--- src/rtl/user_ram_bridge_if.sv ---
// user_ram_bridge_if
//   Bundles the CPU native memory port and the user_ram initiator port that
//   meet at user_ram_bridge.
//   slave  : bridge view. It takes CPU requests and RAM read data, and drives
//            the CPU response and the RAM control, address and data.
//   master : environment view (CPU plus RAM). It is the mirror of slave.
//   Signals:
//     mem_valid_i / mem_addr_i / mem_wdata_i / mem_wstrb_i  CPU request (wstrb==0 means read)
//     mem_ready_o / mem_rdata_o                             CPU completion pulse and read data
//     ram_wr_en_o / ram_rd_en_o / ram_addr_o / ram_di_o     user_ram control, address and write data
//     ram_do_i                                              user_ram registered read data
interface user_ram_bridge_if #(
    parameter int ADDR_BIT = 8
);
    logic                mem_valid_i;
    logic [31:0]         mem_addr_i;
    logic [31:0]         mem_wdata_i;
    logic [3:0]          mem_wstrb_i;
    logic                mem_ready_o;
    logic [31:0]         mem_rdata_o;
    logic                ram_wr_en_o;
    logic                ram_rd_en_o;
    logic [ADDR_BIT-1:0] ram_addr_o;
    logic [31:0]         ram_di_o;
    logic [31:0]         ram_do_i;

    modport slave (
        input  mem_valid_i, mem_addr_i, mem_wdata_i, mem_wstrb_i, ram_do_i,
        output mem_ready_o, mem_rdata_o, ram_wr_en_o, ram_rd_en_o, ram_addr_o, ram_di_o
    );

    modport master (
        output mem_valid_i, mem_addr_i, mem_wdata_i, mem_wstrb_i, ram_do_i,
        input  mem_ready_o, mem_rdata_o, ram_wr_en_o, ram_rd_en_o, ram_addr_o, ram_di_o
    );
endinterface

--- src/rtl/user_ram_bridge.sv ---
// user_ram_bridge
//   Initiator side of a user_ram port. It turns CPU valid/ready requests with
//   byte strobes into user_ram wr_en/rd_en/addr/di cycles. user_ram only
//   takes full-word writes, so a partial-word store runs as read-modify-write.
//   Ports:
//     clk_i  single clock; all logic runs on the rising edge
//     rst_i  asynchronous, active-high reset
//     bus    user_ram_bridge_if.slave (CPU request/response and RAM control)
//   Every output comes straight from a flop.
//   Latency, counted from the IDLE cycle that samples a hit to mem_ready_o:
//     read 3, full write 2, partial write 4.
module user_ram_bridge #(
    parameter int          ADDR_BIT  = 8,
    parameter logic [31:0] BASE_ADDR = 32'h0002_0000
) (
    input  logic              clk_i,
    input  logic              rst_i,
    user_ram_bridge_if.slave  bus
);
    localparam int HI = ADDR_BIT + 2;

    typedef enum logic [2:0] {IDLE, RD0, RD1, WR, DONE} state_t;

    state_t              state_q, state_d;
    logic                ready_q, ready_d;
    logic                rd_en_q, rd_en_d;
    logic                wr_en_q, wr_en_d;
    logic [ADDR_BIT-1:0] addr_q, addr_d;
    logic [31:0]         di_q, di_d;
    logic [31:0]         rdata_q, rdata_d;
    logic                rmw_q, rmw_d;
    logic [3:0]          strb_q, strb_d;

    logic                hit;
    logic [31:0]         merged;
    logic                unused_addr_bits;

    // Byte-offset bits play no part because the RAM is word-addressed.
    assign unused_addr_bits = ^bus.mem_addr_i[1:0];

    assign hit = bus.mem_valid_i && (bus.mem_addr_i[31:HI] == BASE_ADDR[31:HI]);

    // During RMW, di_q holds the CPU write data that was latched on IDLE exit.
    // Strobed bytes come from it and the rest come from the word just read.
    always_comb begin
        merged = '0;
        for (int k = 0; k < 4; k++) begin
            merged[8*k +: 8] = strb_q[k] ? di_q[8*k +: 8] : bus.ram_do_i[8*k +: 8];
        end
    end

    always_comb begin
        state_d = state_q;
        ready_d = 1'b0;
        rd_en_d = 1'b0;
        wr_en_d = 1'b0;
        addr_d  = addr_q;
        di_d    = di_q;
        rdata_d = rdata_q;
        rmw_d   = rmw_q;
        strb_d  = strb_q;
        case (state_q)
            IDLE: begin
                if (hit) begin
                    addr_d = bus.mem_addr_i[HI-1:2];
                    if (bus.mem_wstrb_i == 4'hF) begin
                        state_d = WR;
                        wr_en_d = 1'b1;
                        di_d    = bus.mem_wdata_i;
                    end else begin
                        // A read or a partial store: both begin with a RAM read.
                        state_d = RD0;
                        rd_en_d = 1'b1;
                        rmw_d   = (bus.mem_wstrb_i != 4'h0);
                        strb_d  = bus.mem_wstrb_i;
                        if (bus.mem_wstrb_i != 4'h0) di_d = bus.mem_wdata_i;
                    end
                end
            end
            RD0: begin
                state_d = RD1;
                rd_en_d = 1'b1;
            end
            RD1: begin
                // user_ram presents the word read in RD0 during this cycle.
                if (rmw_q) begin
                    state_d = WR;
                    wr_en_d = 1'b1;
                    di_d    = merged;
                end else begin
                    state_d = DONE;
                    ready_d = 1'b1;
                    rdata_d = bus.ram_do_i;
                end
            end
            WR: begin
                state_d = DONE;
                ready_d = 1'b1;
            end
            DONE: state_d = IDLE;
            default: state_d = IDLE;
        endcase
    end

    always_ff @(posedge clk_i or posedge rst_i) begin
        if (rst_i) begin
            state_q <= IDLE;
            ready_q <= 1'b0;
            rd_en_q <= 1'b0;
            wr_en_q <= 1'b0;
            addr_q  <= '0;
            di_q    <= '0;
            rdata_q <= '0;
            rmw_q   <= 1'b0;
            strb_q  <= '0;
        end else begin
            state_q <= state_d;
            ready_q <= ready_d;
            rd_en_q <= rd_en_d;
            wr_en_q <= wr_en_d;
            addr_q  <= addr_d;
            di_q    <= di_d;
            rdata_q <= rdata_d;
            rmw_q   <= rmw_d;
            strb_q  <= strb_d;
        end
    end

    assign bus.mem_ready_o = ready_q;
    assign bus.mem_rdata_o = rdata_q;
    assign bus.ram_rd_en_o = rd_en_q;
    assign bus.ram_wr_en_o = wr_en_q;
    assign bus.ram_addr_o  = addr_q;
    assign bus.ram_di_o    = di_q;
endmodule

--- src/flat_wrapper.sv ---
// flat-port wrapper written by rule: the top's interface ports become plain ports
module user_ram_bridge_flat 
#(
    parameter int          ADDR_BIT  = 8,
    parameter logic [31:0] BASE_ADDR = 32'h0002_0000
)
  (clk_i, rst_i, bus_mem_valid_i, bus_mem_addr_i, bus_mem_wdata_i, bus_mem_wstrb_i, bus_ram_do_i, bus_mem_ready_o, bus_mem_rdata_o, bus_ram_wr_en_o, bus_ram_rd_en_o, bus_ram_addr_o, bus_ram_di_o);
  user_ram_bridge_if #(.ADDR_BIT(ADDR_BIT)) bus_i ();
  input  logic clk_i;
  input  logic rst_i;
  input wire logic [$bits(bus_i.mem_valid_i)-1:0] bus_mem_valid_i;
  input wire logic [$bits(bus_i.mem_addr_i)-1:0] bus_mem_addr_i;
  input wire logic [$bits(bus_i.mem_wdata_i)-1:0] bus_mem_wdata_i;
  input wire logic [$bits(bus_i.mem_wstrb_i)-1:0] bus_mem_wstrb_i;
  input wire logic [$bits(bus_i.ram_do_i)-1:0] bus_ram_do_i;
  output wire logic [$bits(bus_i.mem_ready_o)-1:0] bus_mem_ready_o;
  output wire logic [$bits(bus_i.mem_rdata_o)-1:0] bus_mem_rdata_o;
  output wire logic [$bits(bus_i.ram_wr_en_o)-1:0] bus_ram_wr_en_o;
  output wire logic [$bits(bus_i.ram_rd_en_o)-1:0] bus_ram_rd_en_o;
  output wire logic [$bits(bus_i.ram_addr_o)-1:0] bus_ram_addr_o;
  output wire logic [$bits(bus_i.ram_di_o)-1:0] bus_ram_di_o;
  assign bus_i.mem_valid_i = bus_mem_valid_i;
  assign bus_i.mem_addr_i = bus_mem_addr_i;
  assign bus_i.mem_wdata_i = bus_mem_wdata_i;
  assign bus_i.mem_wstrb_i = bus_mem_wstrb_i;
  assign bus_i.ram_do_i = bus_ram_do_i;
  assign bus_mem_ready_o = bus_i.mem_ready_o;
  assign bus_mem_rdata_o = bus_i.mem_rdata_o;
  assign bus_ram_wr_en_o = bus_i.ram_wr_en_o;
  assign bus_ram_rd_en_o = bus_i.ram_rd_en_o;
  assign bus_ram_addr_o = bus_i.ram_addr_o;
  assign bus_ram_di_o = bus_i.ram_di_o;
  user_ram_bridge #(.ADDR_BIT(ADDR_BIT), .BASE_ADDR(BASE_ADDR)) u_core (.clk_i(clk_i), .rst_i(rst_i), .bus(bus_i));
endmodule
--- config.mk ---
export PLATFORM = sky130hd
export DESIGN_NAME = user_ram_bridge_flat
export DESIGN_NICKNAME = d
export VERILOG_FILES = /design/src/rtl/user_ram_bridge_if.sv /design/src/rtl/user_ram_bridge.sv /design/src/flat_wrapper.sv
export SDC_FILE = /design/constraint.sdc
export NUM_CORES = 1
export LEC_CHECK = 0
export ABC_AREA = 1
export CAP_MARGIN = 20
export CORE_MARGIN = 4
export CORE_UTILIZATION = 42
export CTS_BUF_LIST = sky130_fd_sc_hd__clkbuf_16
export DETAILED_ROUTE_END_ITERATION = 8
export PLACE_DENSITY = 0.79
export SYNTH_ARGS = -nofsm -noshare
export SYNTH_HDL_FRONTEND = slang
export SYNTH_SLANG_ARGS = --single-unit
--- constraint.sdc ---
create_clock -name clk_i -period 3.2 [get_ports clk_i]
set_clock_uncertainty 0.05 [all_clocks]
set_input_delay 0.48 -clock clk_i [delete_from_list [all_inputs] [get_ports clk_i]]
set_output_delay 0.48 -clock clk_i [all_outputs]
set_load 0.02 [all_outputs]
==> results of run 1 <==
[cells in the mapped netlist (all sizes together)]
master / n
nor3: 1
inv: 48
buf: 21
nand4: 38
clkbuf: 1
o21a: 1
nand3: 17
nor2: 23
and2: 1
a211oi: 2
nand2: 174
o21ai: 66
dfrtp: 83
[per-layer routing]
metal,GRT usage [%],vias up
met5,0,-
met4,4.938,0
met3,5.773,7
met2,36.49,140
met1,25.53,1821
li1,-,1879
[where the power goes]
part           switching (mW)  leakage (nW)  internal (mW)  total [mW]
clock                   0.395         0.156          0.675        1.07
sequential         0.00000446         0.993           1.05        1.05
combinational          0.0714          1.86          0.124       0.195
total                   0.467          3.01           1.85        2.31
[final cells by class]
type	instances	share of cell area, %
multi-input combinational	323	25.04
clock buffer	9	3.749
tap	108	2.250
timing repair buffer	180	29.99
clock inverter	6	1.375
inverter	48	3.020
sequential	83	34.58
[final timing paths]
kind / start / end / depth (start not counted)
worst max-delay path: bus_mem_valid_i / u_core.bus.ram_di_o[3]$_DFFE_PP0P_ / 8
worst min-delay path: u_core.bus.ram_di_o[29]$_DFFE_PP0P_ / u_core.bus.ram_di_o[29]$_DFFE_PP0P_ / 2
worst max register to register: u_core.state_q[2]$_DFFE_PP0P_ / u_core.bus.ram_di_o[3]$_DFFE_PP0P_ / 10
worst min register to register: u_core.bus.ram_di_o[29]$_DFFE_PP0P_ / u_core.bus.ram_di_o[29]$_DFFE_PP0P_ / 2
max in group asynchronous: rst_i / u_core.bus.ram_addr_o[1]$_DFFE_PP0P_ / 3
min in group asynchronous: rst_i / u_core.bus.ram_addr_o[3]$_DFFE_PP0P_ / 2
[tightest hold or removal path: cells and delay by family, from the launching register on]
family           cells  cell delay [ps]
DFF                  1              340
and+or+nand+nor      2              100
[kinds of logic after synthesis]
group / after synthesis
AO/OA/AOI/OAI: 69
buffers and inverters: 70
flip-flops: 83
AND/OR/NAND/NOR: 254
[flip-flops by register name (all words and copies together) (netlist names)]
name	cells
u_core.bus.mem_rdata_o	32
u_core.bus.ram_di_o	32
u_core.bus.ram_addr_o	8
u_core.rmw_q	1
u_core.bus.mem_ready_o	1
u_core.bus.ram_rd_en_o	1
u_core.strb_q	4
u_core.bus.ram_wr_en_o	1
u_core.state_q	3
==> metrics.txt, run 1 <==
Net Count, Synth 579; most frequent cells in the layout sky130_fd_sc_hd__clkdlybuf4s50_1, sky130_fd_sc_hd__nand2_1, sky130_fd_sc_hd__dfrtp_1; post-CTS setup buffer count 0; final count of pins violating max slew 0; minimum setup slack in the final design 1039 ps; pin count of the biggest net entering global routing 65; P&R area growth vs syn 54.77%; Min-Delay Path Class reg2reg; share of Yosys cell area claimed by the top area cell type 53.51%; remaining antenna violation count 0; number of cells after detailed placement 742; clock slew at reported path FFs 60 ps; maximum clock path buffer count 2; CTS H-tree depth 3; Routed met1 length 4603 µm; r2r setup slk 1080 ps; highest clock rate 462.9 MHz; final hold violation count 0; clock network latency to the later pin of the worst-skew pair 330 ps; boundary pin count 178; Final Hold Slack 419.4 ps; Total Nets Final 748; Synthesis Warnings 0; total placed instance area 5699 µm²; Cell Chain, Critical Path clkdlybuf4s50_1 -> nand2_1 -> nor2_1 -> nand3_1 -> nand2_2 -> nand3_2 -> nand2_1 -> nand2_1; distinct cell type count of the synthesized netlist 22; most common cell after layout, fill and taps aside sky130_fd_sc_hd__clkdlybuf4s50_1; kind of critical path in2reg; Vias 3,847; placement row count 34; DIE WIDTH 104.1 µm; fraction of the mapped netlist area in adder cells 0%; highest layer used for signal routing met4; core footprint 8848 µm²; post-synthesis area per instance 8.154 µm²; total gr overflow 0; arrival time at the worst endpoint 2320 ps; required time reported for the critical path endpoint 3360 ps; ANT cells 0; proportion of synthesized area in mux cells 0%; number of optimization iterations in the first detailed-route pass 4; post-synthesis simple-gate area fraction 29.59%; largest family of logic cells by synthesized area simple AND/OR/NAND/NOR gates; critical path's slowest cell sky130_fd_sc_hd__clkdlybuf4s50_1; final routed wire length divided by cell count 14.89 µm; global-route total usage across every layer 20.84%; number of resized instances in the post-cts repair step 0; global placer's final weighted congestion 0.8189; count of input and output buffers 175; core utilization of the finished layout 67.89%; Post-Syn Instances 476; HPWL after detailed placement 8396 µm; starting density of the core 43.86%; top cells by area in the synthesized netlist sky130_fd_sc_hd__dfrtp_1, sky130_fd_sc_hd__nand2_1, sky130_fd_sc_hd__o21ai_1; register area 2077 µm²; DRC errors left 0; critical path endpoint category register; headroom to the max-slew limit 50.30%; number of clock buffers inserted by TritonCTS 9; worst setup slack after placement 735.8 ps; kind of cell adding the most delay to the critical path simple AND/OR/NAND/NOR gates; PwrDens 385.3 nW/µm²; highest fanout seen on the critical path 24; mapped cell area 3881 µm²; floorplan die area 10,840 µm²; sum of negative setup slack 0 ps; XOR/XNOR share of the synthesized area 0%; buffers plus inverters on the worst setup path 1; wire length on met2 5735 µm; wire length of the first global-routing pass 18,640 µm; via density per instance 5.082; min cycle time layout 2161 ps; CTS tree built; number of global-route vias before repair 3,860; post-synthesis register bit count 83; CP peak stage delay 610 ps; number of standard cells in the final layout excluding fillers 757; post-route standard cell area excluding fillers 6007 µm²; Seq/Total Area, Yosys 53.51%; met3 routed wirelength 859 µm; share of the clock period used by the worst path 67.52%; multi-input combinational cell area 1504 µm²; crit-path most repeated cell sky130_fd_sc_hd__nand2_1; filler instances 759; share of final-layout standard cells stronger than drive strength 1 6.471%; compound-cell area share of the yosys netlist 9.091%; type of origin of the critical path input pin; Worst-Margin Slew 744.6 ps; number of sinks handled by clock tree synthesis 83; setup repair after global routing missed its margin false; final count of negative-setup-slack endpoints 0; number of DRC markers after the initial detailed-route iteration 198; antenna violations before repair 0; result of the run finished, final reports clean; Post-CTS Hold Buffers 0; worst supply voltage drop on vdd 0.2541 mV; total wirelength of the detailed-routed design 11,270 µm; root buffer selected by CTS sky130_fd_sc_hd__clkbuf_16; post-synthesis cell type with the largest combined area sky130_fd_sc_hd__dfrtp_1; max-cap check violation count 0; DIE HEIGHT 104.1 µm; total power 2.315 mW; Leak 3.013 nW
Note: power is estimated with default switching activity, not from simulation.
==> run 2: changes to the inputs <==
- CORE_UTILIZATION: 42 -> 38
- PLACE_DENSITY: 0.79 -> 0.75
- clock period: 3.2 -> 1.9 ns (I/O delays scaled with it)
==> run 2 against run 1 <==
Effect of this change: flip-flop and latch count is the same; largest power group is now sequential cells; routed wire length grew 1.2%; critical path depth shrank 7; die area grew 9.7%.
==> metrics.txt, run 2 (synthesis results as in run 1) <==
DIE WIDTH 109.1 µm (was 104.1 µm); global-route total usage across every layer 19.14% (was 20.84%); total power 3.604 mW (was 2.315 mW); antenna violations before repair 1 (was 0); most frequent cells in the layout sky130_fd_sc_hd__clkdlybuf4s50_1, sky130_fd_sc_hd__nand2_1, sky130_fd_sc_hd__dfrtp_1 (unchanged); final count of negative-setup-slack endpoints 0 (unchanged); critical path endpoint category output port (was register); max-cap check violation count 0 (unchanged); Cell Chain, Critical Path clkdlybuf4s50_1 (was clkdlybuf4s50_1 -> nand2_1 -> nor2_1 -> nand3_1 -> nand2_2 -> nand3_2 -> nand2_1 -> nand2_1); ANT cells 0 (unchanged); starting density of the core 39.35% (was 43.86%); wire length of the first global-routing pass 18,140 µm (was 18,640 µm); floorplan die area 11,900 µm² (was 10,840 µm²); PwrDens 588.4 nW/µm² (was 385.3 nW/µm²); final hold violation count 0 (unchanged); clock network latency to the later pin of the worst-skew pair 330 ps (about the same); highest clock rate 599.5 MHz; global placer's final weighted congestion 0.7498 (was 0.8189); maximum clock path buffer count 2 (unchanged); Total Nets Final 760 (was 748); number of optimization iterations in the first detailed-route pass 4 (unchanged); required time reported for the critical path endpoint 1560 ps (was 3360 ps); headroom to the max-slew limit 73.49% (was 50.30%); number of DRC markers after the initial detailed-route iteration 213 (was 198); placement row count 36 (was 34); HPWL after detailed placement 8564 µm (was 8396 µm); P&R area growth vs syn 57.80% (was 54.77%); Leak 3.058 nW (was 3.013 nW); result of the run finished, final reports clean (unchanged); DIE HEIGHT 109.1 µm (was 104.1 µm); Critical R2R Launch u_core.state_q[2]$_DFFE_PP0P_ (unchanged); CTS tree built (unchanged); number of clock buffers inserted by TritonCTS 9 (unchanged); remaining antenna violation count 0 (unchanged); kind of cell adding the most delay to the critical path buffers and inverters (was simple AND/OR/NAND/NOR gates); Vias 3,842 (was 3,847); core footprint 9864 µm² (was 8848 µm²); total gr overflow 0 (unchanged); boundary pin count 178 (unchanged); count of input and output buffers 175 (unchanged); highest fanout seen on the critical path 2 (was 24); number of sinks handled by clock tree synthesis 83 (unchanged); number of resized instances in the post-cts repair step 0 (unchanged); pin count of the biggest net entering global routing 61 (was 65); number of global-route vias before repair 3,786 (was 3,860); clock slew at reported path FFs 60 ps (about the same); Final Hold Slack 224.9 ps (was 419.4 ps); setup repair after global routing missed its margin false (unchanged); min cycle time layout 1668 ps; buffers plus inverters on the worst setup path 1 (unchanged); CP peak stage delay 620 ps (was 610 ps); depth of the worst register-to-register path 10 (unchanged); via density per instance 4.839 (was 5.082); final routed wire length divided by cell count 14.36 µm (was 14.89 µm); type of origin of the critical path register (was input pin); DRC errors left 0 (unchanged); share of the clock period used by the worst path 87.80%; sum of negative setup slack 0 ps (unchanged); final count of pins violating max slew 0 (unchanged); critical path's slowest cell sky130_fd_sc_hd__clkdlybuf4s50_1 (unchanged); r2r setup slk 280 ps (was 1080 ps); core utilization of the finished layout 62.09% (was 67.89%); worst supply voltage drop on vdd 0.3768 mV (was 0.2541 mV); most common cell after layout, fill and taps aside sky130_fd_sc_hd__clkdlybuf4s50_1 (unchanged); total wirelength of the detailed-routed design 11,400 µm (was 11,270 µm); Worst-Margin Slew 397.7 ps (was 744.6 ps); share of final-layout standard cells stronger than drive strength 1 7.564% (was 6.471%); filler instances 837 (was 759); Post-CTS Hold Buffers 0 (unchanged); root buffer selected by CTS sky130_fd_sc_hd__clkbuf_16 (unchanged); kind of critical path reg2out (was in2reg); CTS H-tree depth 3 (unchanged); destination of the worst register-to-register timing path u_core.bus.ram_di_o[22]$_DFFE_PP0P_ (was u_core.bus.ram_di_o[3]$_DFFE_PP0P_); arrival time at the worst endpoint 1330 ps (was 2320 ps); Min-Delay Path Class in2async (was reg2reg); post-CTS setup buffer count 0 (unchanged)
run 2: cell count changes in the layout (fill, tap and decap cells not counted):
cell / delta
sky130_fd_sc_hd__buf_12: +4
sky130_fd_sc_hd__clkinv_1: +3
sky130_fd_sc_hd__clkinv_2: -3
sky130_fd_sc_hd__bufinv_16: -2
sky130_fd_sc_hd__clkinv_4: -1
sky130_fd_sc_hd__inv_1: +1
sky130_fd_sc_hd__buf_4: +8
sky130_fd_sc_hd__clkinvlp_4: +2
run 2: per-stage QoR:
stage	worst slack (ps)	cells	area, µm²
2_1_floorplan	510.2	476	3885
3_3_place_gp	-21.98	779	5873
3_5_place_dp	-73.30	779	5873
4_1_cts	220.2	794	6125
5_1_grt	97.07	794	6125
6_report	231.8	794	6125
run 2: layout make-up:
cell class              instances  area, µm²  area share (%)
flip-flops and latches         83       2077           33.91
repair buffers                192       1942           31.71
clock inverters                 6      26.28          0.4290
inverters                      48      183.9           3.003
well taps                     133      166.4           2.717
multi-input cells             323       1504           24.56
clock buffers                   9      225.2           3.677
run 2: per-layer routing:
metal / up-vias / global-route usage, % / share of wire (%)
li1: 1914 / - / -
met1: 1784 / 23.83 / 41
met2: 127 / 31.71 / 48
met3: 15 / 6.276 / 9.3
met4: 2 / 5.591 / 1.4
met5: - / 0 / 0.11
run 2: worst max path at each step:
stage | from | endpoint | slack (ps) | cells past startpoint
CTS | u_core.bus.mem_rdata_o[0]$_DFFE_PP0P_ | bus_mem_rdata_o[0] | 220 | 1
floorplan | u_core.state_q[2]$_DFFE_PP0P_ | u_core.bus.ram_di_o[0]$_DFFE_PP0P_ | 510 | 9
global route | u_core.state_q[2]$_DFFE_PP0P_ | u_core.bus.ram_di_o[23]$_DFFE_PP0P_ | 100 | 10
detailed placement | bus_mem_addr_i[17] | u_core.bus.ram_di_o[13]$_DFFE_PP0P_ | -70 | 11
global placement | bus_mem_addr_i[17] | u_core.bus.ram_di_o[16]$_DFFE_PP0P_ | -20 | 11
finish | u_core.bus.mem_rdata_o[0]$_DFFE_PP0P_ | bus_mem_rdata_o[0] | 230 | 1
run 2: power breakdown:
part	switching [mW]	internal, mW	leakage, nW	total (mW)
registers	0.00000762	1.77	0.993	1.77
clock network	0.640	0.853	0.126	1.49
logic	0.125	0.217	1.94	0.342
total	0.765	2.84	3.06	3.60
